**src/rtl/sat_accum_adder.sv**
```systemverilog
// Unsigned add/sub/accumulate unit with optional saturation, one-deep output
// register and valid/ready handshake on both sides; latency is one cycle.
module sat_accum_adder #(
  parameter int WIDTH    = 8,
  parameter bit SATURATE = 1'b1
) (
  input  logic             clk,
  input  logic             rst,
  input  logic             ena,
  input  logic             in_valid,
  output logic             in_ready,
  input  logic [1:0]       op,
  input  logic [WIDTH-1:0] a,
  input  logic [WIDTH-1:0] b,
  output logic             out_valid,
  input  logic             out_ready,
  output logic [WIDTH-1:0] result,
  output logic             ovf,
  output logic             ovf_sticky,
  output logic [WIDTH-1:0] acc
);

  // Handshake: a transfer happens on a rising edge where valid and ready are
  // both high; the source holds op/a/b while in_ready is low, and the result
  // stays stable while out_valid is high and out_ready is low.

  localparam logic [1:0] OP_ADD = 2'b00;
  localparam logic [1:0] OP_SUB = 2'b01;
  localparam logic [1:0] OP_ACC = 2'b10;
  localparam logic [1:0] OP_CLR = 2'b11;

  logic             out_valid_q, out_valid_d;
  logic [WIDTH-1:0] result_q, result_d;
  logic             ovf_q, ovf_d;
  logic             sticky_q, sticky_d;
  logic [WIDTH-1:0] acc_q, acc_d;

  logic             accept;
  logic             deliver;
  logic [WIDTH:0]   ext;
  logic             range_err;
  logic [WIDTH-1:0] res_val;

  assign in_ready = ena & ~rst & (~out_valid_q | out_ready);
  assign accept   = in_valid & in_ready;
  assign deliver  = ena & out_valid_q & out_ready;

  // Bit WIDTH of the extended result is the carry for add-type ops and the
  // borrow for SUB, so one bit flags out-of-range for every arithmetic op.
  always_comb begin
    ext       = '0;
    range_err = 1'b0;
    res_val   = '0;
    case (op)
      OP_ADD: ext = {1'b0, a} + {1'b0, b};
      OP_SUB: ext = {1'b0, a} - {1'b0, b};
      OP_ACC: ext = {1'b0, acc_q} + {1'b0, a};
      default: ext = '0;
    endcase
    range_err = (op != OP_CLR) & ext[WIDTH];
    if (range_err && SATURATE)
      res_val = (op == OP_SUB) ? '0 : '1;
    else
      res_val = ext[WIDTH-1:0];
  end

  always_comb begin
    out_valid_d = out_valid_q;
    result_d    = result_q;
    ovf_d       = ovf_q;
    sticky_d    = sticky_q;
    acc_d       = acc_q;
    if (accept) begin
      out_valid_d = 1'b1;
      result_d    = res_val;
      ovf_d       = range_err;
      sticky_d    = (op == OP_CLR) ? 1'b0 : (sticky_q | range_err);
      if (op == OP_ACC || op == OP_CLR)
        acc_d = res_val;
    end else if (deliver) begin
      out_valid_d = 1'b0;
    end
  end

  always_ff @(posedge clk) begin
    if (rst) begin
      out_valid_q <= 1'b0;
      result_q    <= '0;
      ovf_q       <= 1'b0;
      sticky_q    <= 1'b0;
      acc_q       <= '0;
    end else begin
      out_valid_q <= out_valid_d;
      result_q    <= result_d;
      ovf_q       <= ovf_d;
      sticky_q    <= sticky_d;
      acc_q       <= acc_d;
    end
  end

  assign out_valid  = out_valid_q;
  assign result     = result_q;
  assign ovf        = ovf_q;
  assign ovf_sticky = sticky_q;
  assign acc        = acc_q;

endmodule

```
**config.mk**
```make
export PLATFORM = sky130hd
export DESIGN_NAME = sat_accum_adder
export DESIGN_NICKNAME = d
export VERILOG_FILES = /design/src/rtl/sat_accum_adder.sv
export SDC_FILE = /design/constraint.sdc
export NUM_CORES = 1
export LEC_CHECK = 0
export CAP_MARGIN = 10
export CORE_MARGIN = 2
export CORE_UTILIZATION = 50
export CTS_CLUSTER_DIAMETER = 60
export CTS_CLUSTER_SIZE = 20
export DETAILED_ROUTE_END_ITERATION = 16
export GPL_TIMING_DRIVEN = 0
export PLACE_DENSITY = 0.9
export RECOVER_POWER = 50
export SLEW_MARGIN = 10
export SYNTH_ARGS = -nofsm -noshare
export SYNTH_HDL_FRONTEND = slang
export SYNTH_SLANG_ARGS = --single-unit
```
**constraint.sdc**
```tcl
create_clock -name clk -period 9.65 [get_ports clk]
set_clock_uncertainty 0.05 [all_clocks]
set_input_delay 1.93 -clock clk [delete_from_list [all_inputs] [get_ports clk]]
set_output_delay 1.93 -clock clk [all_outputs]
set_load 0.03 [all_outputs]
```
==> reports/metrics.cfg, run 1 <==
[floorplan]
rows = 19
dieArea_mm2 = 0.00349
core-area_mm2 = 0.00283
die_w_um = 59.1
dieHeight_um = 59.1
start_util = 0.536
ios = 43

[layout]
diodes = 0
layout_commonest_cell = clkdlybuf4s50_1
final_cell_mix = clkdlybuf4s50_1 (23), dfxtp_1 (19), dlygate4sd3_1 (19), o21ai_0 (17)
fillers = 221
drive_gt1_frac = 0.0420
area_growth_pct = 32.1
design_area_mm2 = 0.00200
fin_nets = 278

[grt]
antenna_found_initial = 0
overflow = 0
grt_pass1_vias = 1450
grt_max_degree = 12
track_usage = 0.239
grt_pass1_wl_um = 6440

[sta]
slew_headroom = 0.648
hold_viol = 0
hold_slack_ns = 0.418
fin_crit_sh = 0.572
final_max_slew_viol_count = 0
rsz0062_at_grt = false
worstMarginPinSlew_ns = 0.523
setup_ws_ns = 4.13
finalSetupViolCount = 0
max_freq_ghz = 0.181
finalCriticalPeriod_ns = 5.52
setup_tns_ns = 0

[clocking]
clk_path_buf_depth = 2
post_cts_buffers = 0
cts_tree = done
insertion_delay_ns = 0.30
clk_pin_slew_ns = 0.11
clkSinkCount = 19
h-tree-depth = 1
clock-root-buffer = clkbuf_4
cts_buffers = 3
cts-resized-gates = 0
cts_hold_buffers = 0

[yosys]
ys_types = 41
ys.flop_type = dfxtp_1
syn_avg_cell_area_um2 = 7.90
yosysTopAreaCell = dfxtp_1
synth_area_mm2 = 0.00152
ys_seq_elements = 19
synth.top_cell.area_share = 0.251
synth-seq-area-share = 0.251
async_reset_ff_frac = 0
synth.area.top_cells = dfxtp_1 (25%), ha_1 (12%), o21ai_0 (5.6%)
syn_nets = 231
ys_warn_count = 0
synth_edf_count = 0
synthCells = 192

[worst_setup_path]
ff2ff_path_depth = 9
r2r_setup_slack_ns = 6.81
cp_max_fo = 10
end_kind = register
crit_start = op[0]
cp.arrival_ns = 5.68
cp_data_required_time_ns = 9.81
crit_path_start_kind = primary input
crit_type = primary input to register
endpoint = acc[3]
r2r_start = acc[1]
r2r-end = acc[3]

[power]
vdd_drop_max_uv = 106
power.total_mw = 0.229
p_leak_nw = 0.855
pwr_density_cell_mw_per_mm2 = 114

[detailed_routing]
wire_per_inst_um = 15.0
wl_um = 4030
dr.pass1.iters = 5
num_vias = 1638
drt-vias-per-instance = 6.09
first_iter_violations = 120
drc = 0
drtAntennaViolNets = 0

[placed_design]
gp_congestion = 0.845
hpwl_um = 3200
post-place-ws_ns = 4.00
port-buffer-count = 42
placement.cell_area_mm2 = 0.00198

[outcome]
outcome = completed

[flow_run]
max-cap-violations = 0

[hold_path]
min_path_type = register to register

==> metrics by stage <==
step,util,cells
finish,0.709,269
global route,0.709,269
CTS,0.709,269
detailed placement,0.699,265
global placement,0.699,265
floorplan,-,192
==> metal layers <==
layer,track usage,share of wire
met1,0.333,0.45
met2,0.376,0.46
met3,0.0415,0.070
met4,0.0714,0.020
met5,0,0
==> power breakdown <==
| group | internal (mW) | leakage [nW] | switching, mW |
|---|---|---|---|
| sequential | 0.0831 | 0.155 | 0.00272 |
| combinational | 0.0451 | 0.682 | 0.0585 |
| clock | 0.0154 | 0.0177 | 0.0243 |
| total | 0.144 | 0.855 | 0.0855 |
==> kinds of logic after synthesis <==
logic type | share of synthesized area
AOI/OAI and AO/OA | 0.321
xor gates and xnor gates | 0.0231
adders and majority gates | 0.137
buffers and inverters | 0.0495
DFF | 0.251
muxes | 0.00660
and+or+nand+nor | 0.213
==> sequential cells by signal, indices dropped and copies added (netlist names) <==
register / count
acc: 8
result: 8
out_valid: 1
ovf: 1
ovf_sticky: 1
==> layout make-up <==
type                       instances  area [um^2]  share of cell area
sequential                        19          380               0.190
timing repair buffer              42          420               0.210
multi-input combinational        153         1060               0.530
inverter                          13         48.8              0.0243
clock inverter                     1         5.00             0.00250
buffer                             7         26.3              0.0131
tap                               31         38.8              0.0194
clock buffer                       3         22.5              0.0112
==> worst max-delay path: stages <==
cell and delay, ns:
clkdlybuf4s50_1 0.56, inv_1 0.07, ha_1 0.43, clkbuf_1 0.37, o21ai_0 0.13, nand2_1 0.10
ha_1 0.21, fa_1 0.24, nand3_1 0.10, a211oi_1 0.44, nor2_1 0.20, nor4_1 0.44
nor2_1 0.21, a211oi_1 0.26
==> worst min path at each step <==
stage | start | to | cells after the start
finish | ovf | ovf | 2
detailed placement | ovf | ovf | 2
floorplan | ovf | ovf | 2
global placement | ovf | ovf | 2
global route | ovf | ovf | 2
CTS | ovf | ovf | 2
==> synthesized netlist by cell type, types with 2 or more instances <==
| library cell | n |
|---|---|
| o31a_1 | 4 |
| a21oi_1 | 16 |
| a211oi_1 | 7 |
| a22oi_1 | 6 |
| o22ai_1 | 4 |
| or2_2 | 3 |
| a21o_1 | 3 |
| o31ai_1 | 3 |
| clkbuf_1 | 6 |
| ha_1 | 15 |
| o2bb2ai_1 | 2 |
| o21ai_0 | 17 |
| nor3_1 | 2 |
| nand2_1 | 11 |
| xnor2_1 | 2 |
| nand3b_1 | 9 |
| dfxtp_1 | 19 |
| xor2_1 | 2 |
| nand2b_1 | 8 |
| and2_1 | 2 |
| a32oi_1 | 2 |
| inv_1 | 13 |
| nor2_1 | 16 |
| nand3_1 | 3 |
Power figures use the tool's default switching activity.
==> inputs of run 2 (changes only) <==
--- a/config.mk
+++ b/config.mk
@@ -7,12 +7,12 @@
 export LEC_CHECK = 0
 export CAP_MARGIN = 10
 export CORE_MARGIN = 2
-export CORE_UTILIZATION = 50
+export CORE_UTILIZATION = 43
 export CTS_CLUSTER_DIAMETER = 60
 export CTS_CLUSTER_SIZE = 20
 export DETAILED_ROUTE_END_ITERATION = 16
 export GPL_TIMING_DRIVEN = 0
-export PLACE_DENSITY = 0.9
+export PLACE_DENSITY = 0.83
 export RECOVER_POWER = 50
 export SLEW_MARGIN = 10
 export SYNTH_ARGS = -nofsm -noshare
==> constraint.sdc (replaced) <==
create_clock -name clk -period 4.9 [get_ports clk]
set_clock_uncertainty 0.05 [all_clocks]
set_input_delay 0.98 -clock clk [delete_from_list [all_inputs] [get_ports clk]]
set_output_delay 0.98 -clock clk [all_outputs]
set_load 0.03 [all_outputs]
==> run 2 against run 1 <==
  * Non-clock buffer count stayed put
  * Register-to-register slack got worse by 4.6 ns
  * Core utilization is 11 points lower
  * Global-route usage decreased by 4.5 points
  * First-iteration DRC count rose by 23%
  * Power is 95% higher
  * Wire length down 5.5%
  * Largest cell class unchanged
  * Largest power group unchanged
==> reports/metrics.cfg, run 2 (synthesis results as in run 1) <==
[outcome]
outcome = completed

[floorplan]
dieHeight_um = 63.4
core-area_mm2 = 0.00336
start_util = 0.451
rows = 21
die_w_um = 63.4
dieArea_mm2 = 0.00402
ios = 43

[power]
vdd_drop_max_uv = 202
power.total_mw = 0.447
pwr_density_cell_mw_per_mm2 = 221
p_leak_nw = 0.852

[placed_design]
post-place-ws_ns = 0.275
gp_congestion = 0.931
hpwl_um = 3130
port-buffer-count = 42

[grt]
antenna_found_initial = 0
overflow = 0
track_usage = 0.194
grt_pass1_wl_um = 6460
grt_pass1_vias = 1416
grt_max_degree = 11

[detailed_routing]
drt-vias-per-instance = 5.59
dr.pass1.iters = 5
wl_um = 3800
drc = 0
num_vias = 1588
first_iter_violations = 147
drtAntennaViolNets = 0
wire_per_inst_um = 13.4

[clocking]
clkSinkCount = 19
clk_pin_slew_ns = 0.10
insertion_delay_ns = 0.29
post_cts_buffers = 0
cts_hold_buffers = 0
clk_path_buf_depth = 2
clock-root-buffer = clkbuf_4
cts_buffers = 3
h-tree-depth = 1
cts_tree = done
cts-resized-gates = 0

[worst_setup_path]
end_kind = register
cp_data_required_time_ns = 5.05
crit_chain = clkdlybuf4s50_1 > inv_1 > ha_1 > clkbuf_1 > nand3b_1 > nand2_1 > ha_1 > fa_1 > nand3_1 > a211oi_1 > or3_4 > a32o_1 > o31a_1 > o31ai_1
crit_buf_inv = 3
crit_slowest_cell = clkdlybuf4s50_1
cp_max_fo = 10
slowest_delay_ns = 0.56
critPathTopFamily = adder cells
crit_path_start_kind = primary input
cp.arrival_ns = 4.52
crit_type = primary input to register
crit_top_cell = ha_1

[sta]
hold_viol = 0
setup_ws_ns = 0.524
max_freq_ghz = 0.229
final_max_slew_viol_count = 0
finalSetupViolCount = 0
rsz0062_at_grt = false
worstMarginPinSlew_ns = 0.505
finalCriticalPeriod_ns = 4.38
setup_tns_ns = 0
slew_headroom = 0.660
fin_crit_sh = 0.893

[layout]
diodes = 0
utilization = 0.601
final_cell_mix = clkdlybuf4s50_1 (23), dfxtp_1 (19), dlygate4sd3_1 (19), o21ai_0 (17)
fillers = 328
layout_commonest_cell = clkdlybuf4s50_1
area_growth_pct = 33.2
multi_input_area_mm2 = 0.00106
drive_gt1_frac = 0.0378
register_area_um2 = 380
fin_nets = 278

[flow_run]
max-cap-violations = 0

[hold_path]
min_path_type = register to register

[run 2: cell types whose count changed in the layout (fill, tap and decap cells not counted), sizes merged]
cell / delta
clkbuf: +1
clkinv: -1
[run 2: metrics by stage]
stage,hold slack [ns],instance area (um^2),instances
6_report,0.413,2020,284
3_5_place_dp,0.402,2000,280
5_1_grt,0.448,2020,284
4_1_cts,0.420,2020,284
3_3_place_gp,0.405,2000,280
2_1_floorplan,0.535,1520,192
[run 2: routing by layer]
| metal | up-vias | track usage | routed length [um] |
|---|---|---|---|
| met1 | 728 | 0.285 | 1840 |
| met5 | - | 0 | 0 |
| met3 | 4 | 0.0357 | 219 |
| li1 | 805 | - | - |
| met4 | 0 | 0.0299 | 31 |
| met2 | 51 | 0.300 | 1710 |
[run 2: worst register-to-register path: stages (launching register included)]
cell,delay [ns]
dfxtp_1,0.35
a22oi_1,0.17
o22ai_1,0.12
ha_1,0.37
nand3_1,0.11
a211oi_1,0.40
nor2_1,0.19
nor4_1,0.38
nor2_1,0.17
a211oi_1,0.25
[run 2: layout make-up]
class | count | area share
Multi-Input combinational cell | 153 | 0.525
Sequential cell | 19 | 0.188
Tap cell | 46 | 0.0285
Timing Repair Buffer | 42 | 0.208
Buffer | 7 | 0.0130
Clock buffer | 4 | 0.0130
Inverter | 13 | 0.0241
[run 2: final timing paths]
check	slack [ns]	end	cells past startpoint	start
hold reg to reg	0.41	ovf	2	ovf
setup reg to reg	2.26	acc[6]	9	acc[2]
hold / removal	0.41	ovf	2	ovf
setup / recovery	0.52	result[7]	14	op[0]
[run 2: power breakdown]
part | total [mW] | internal, mW | leakage (nW) | switching [mW]
registers | 0.169 | 0.164 | 0.155 | 0.00556
clock network | 0.0778 | 0.0317 | 0.0150 | 0.0462
logic | 0.200 | 0.0884 | 0.682 | 0.112
total | 0.447 | 0.284 | 0.852 | 0.164
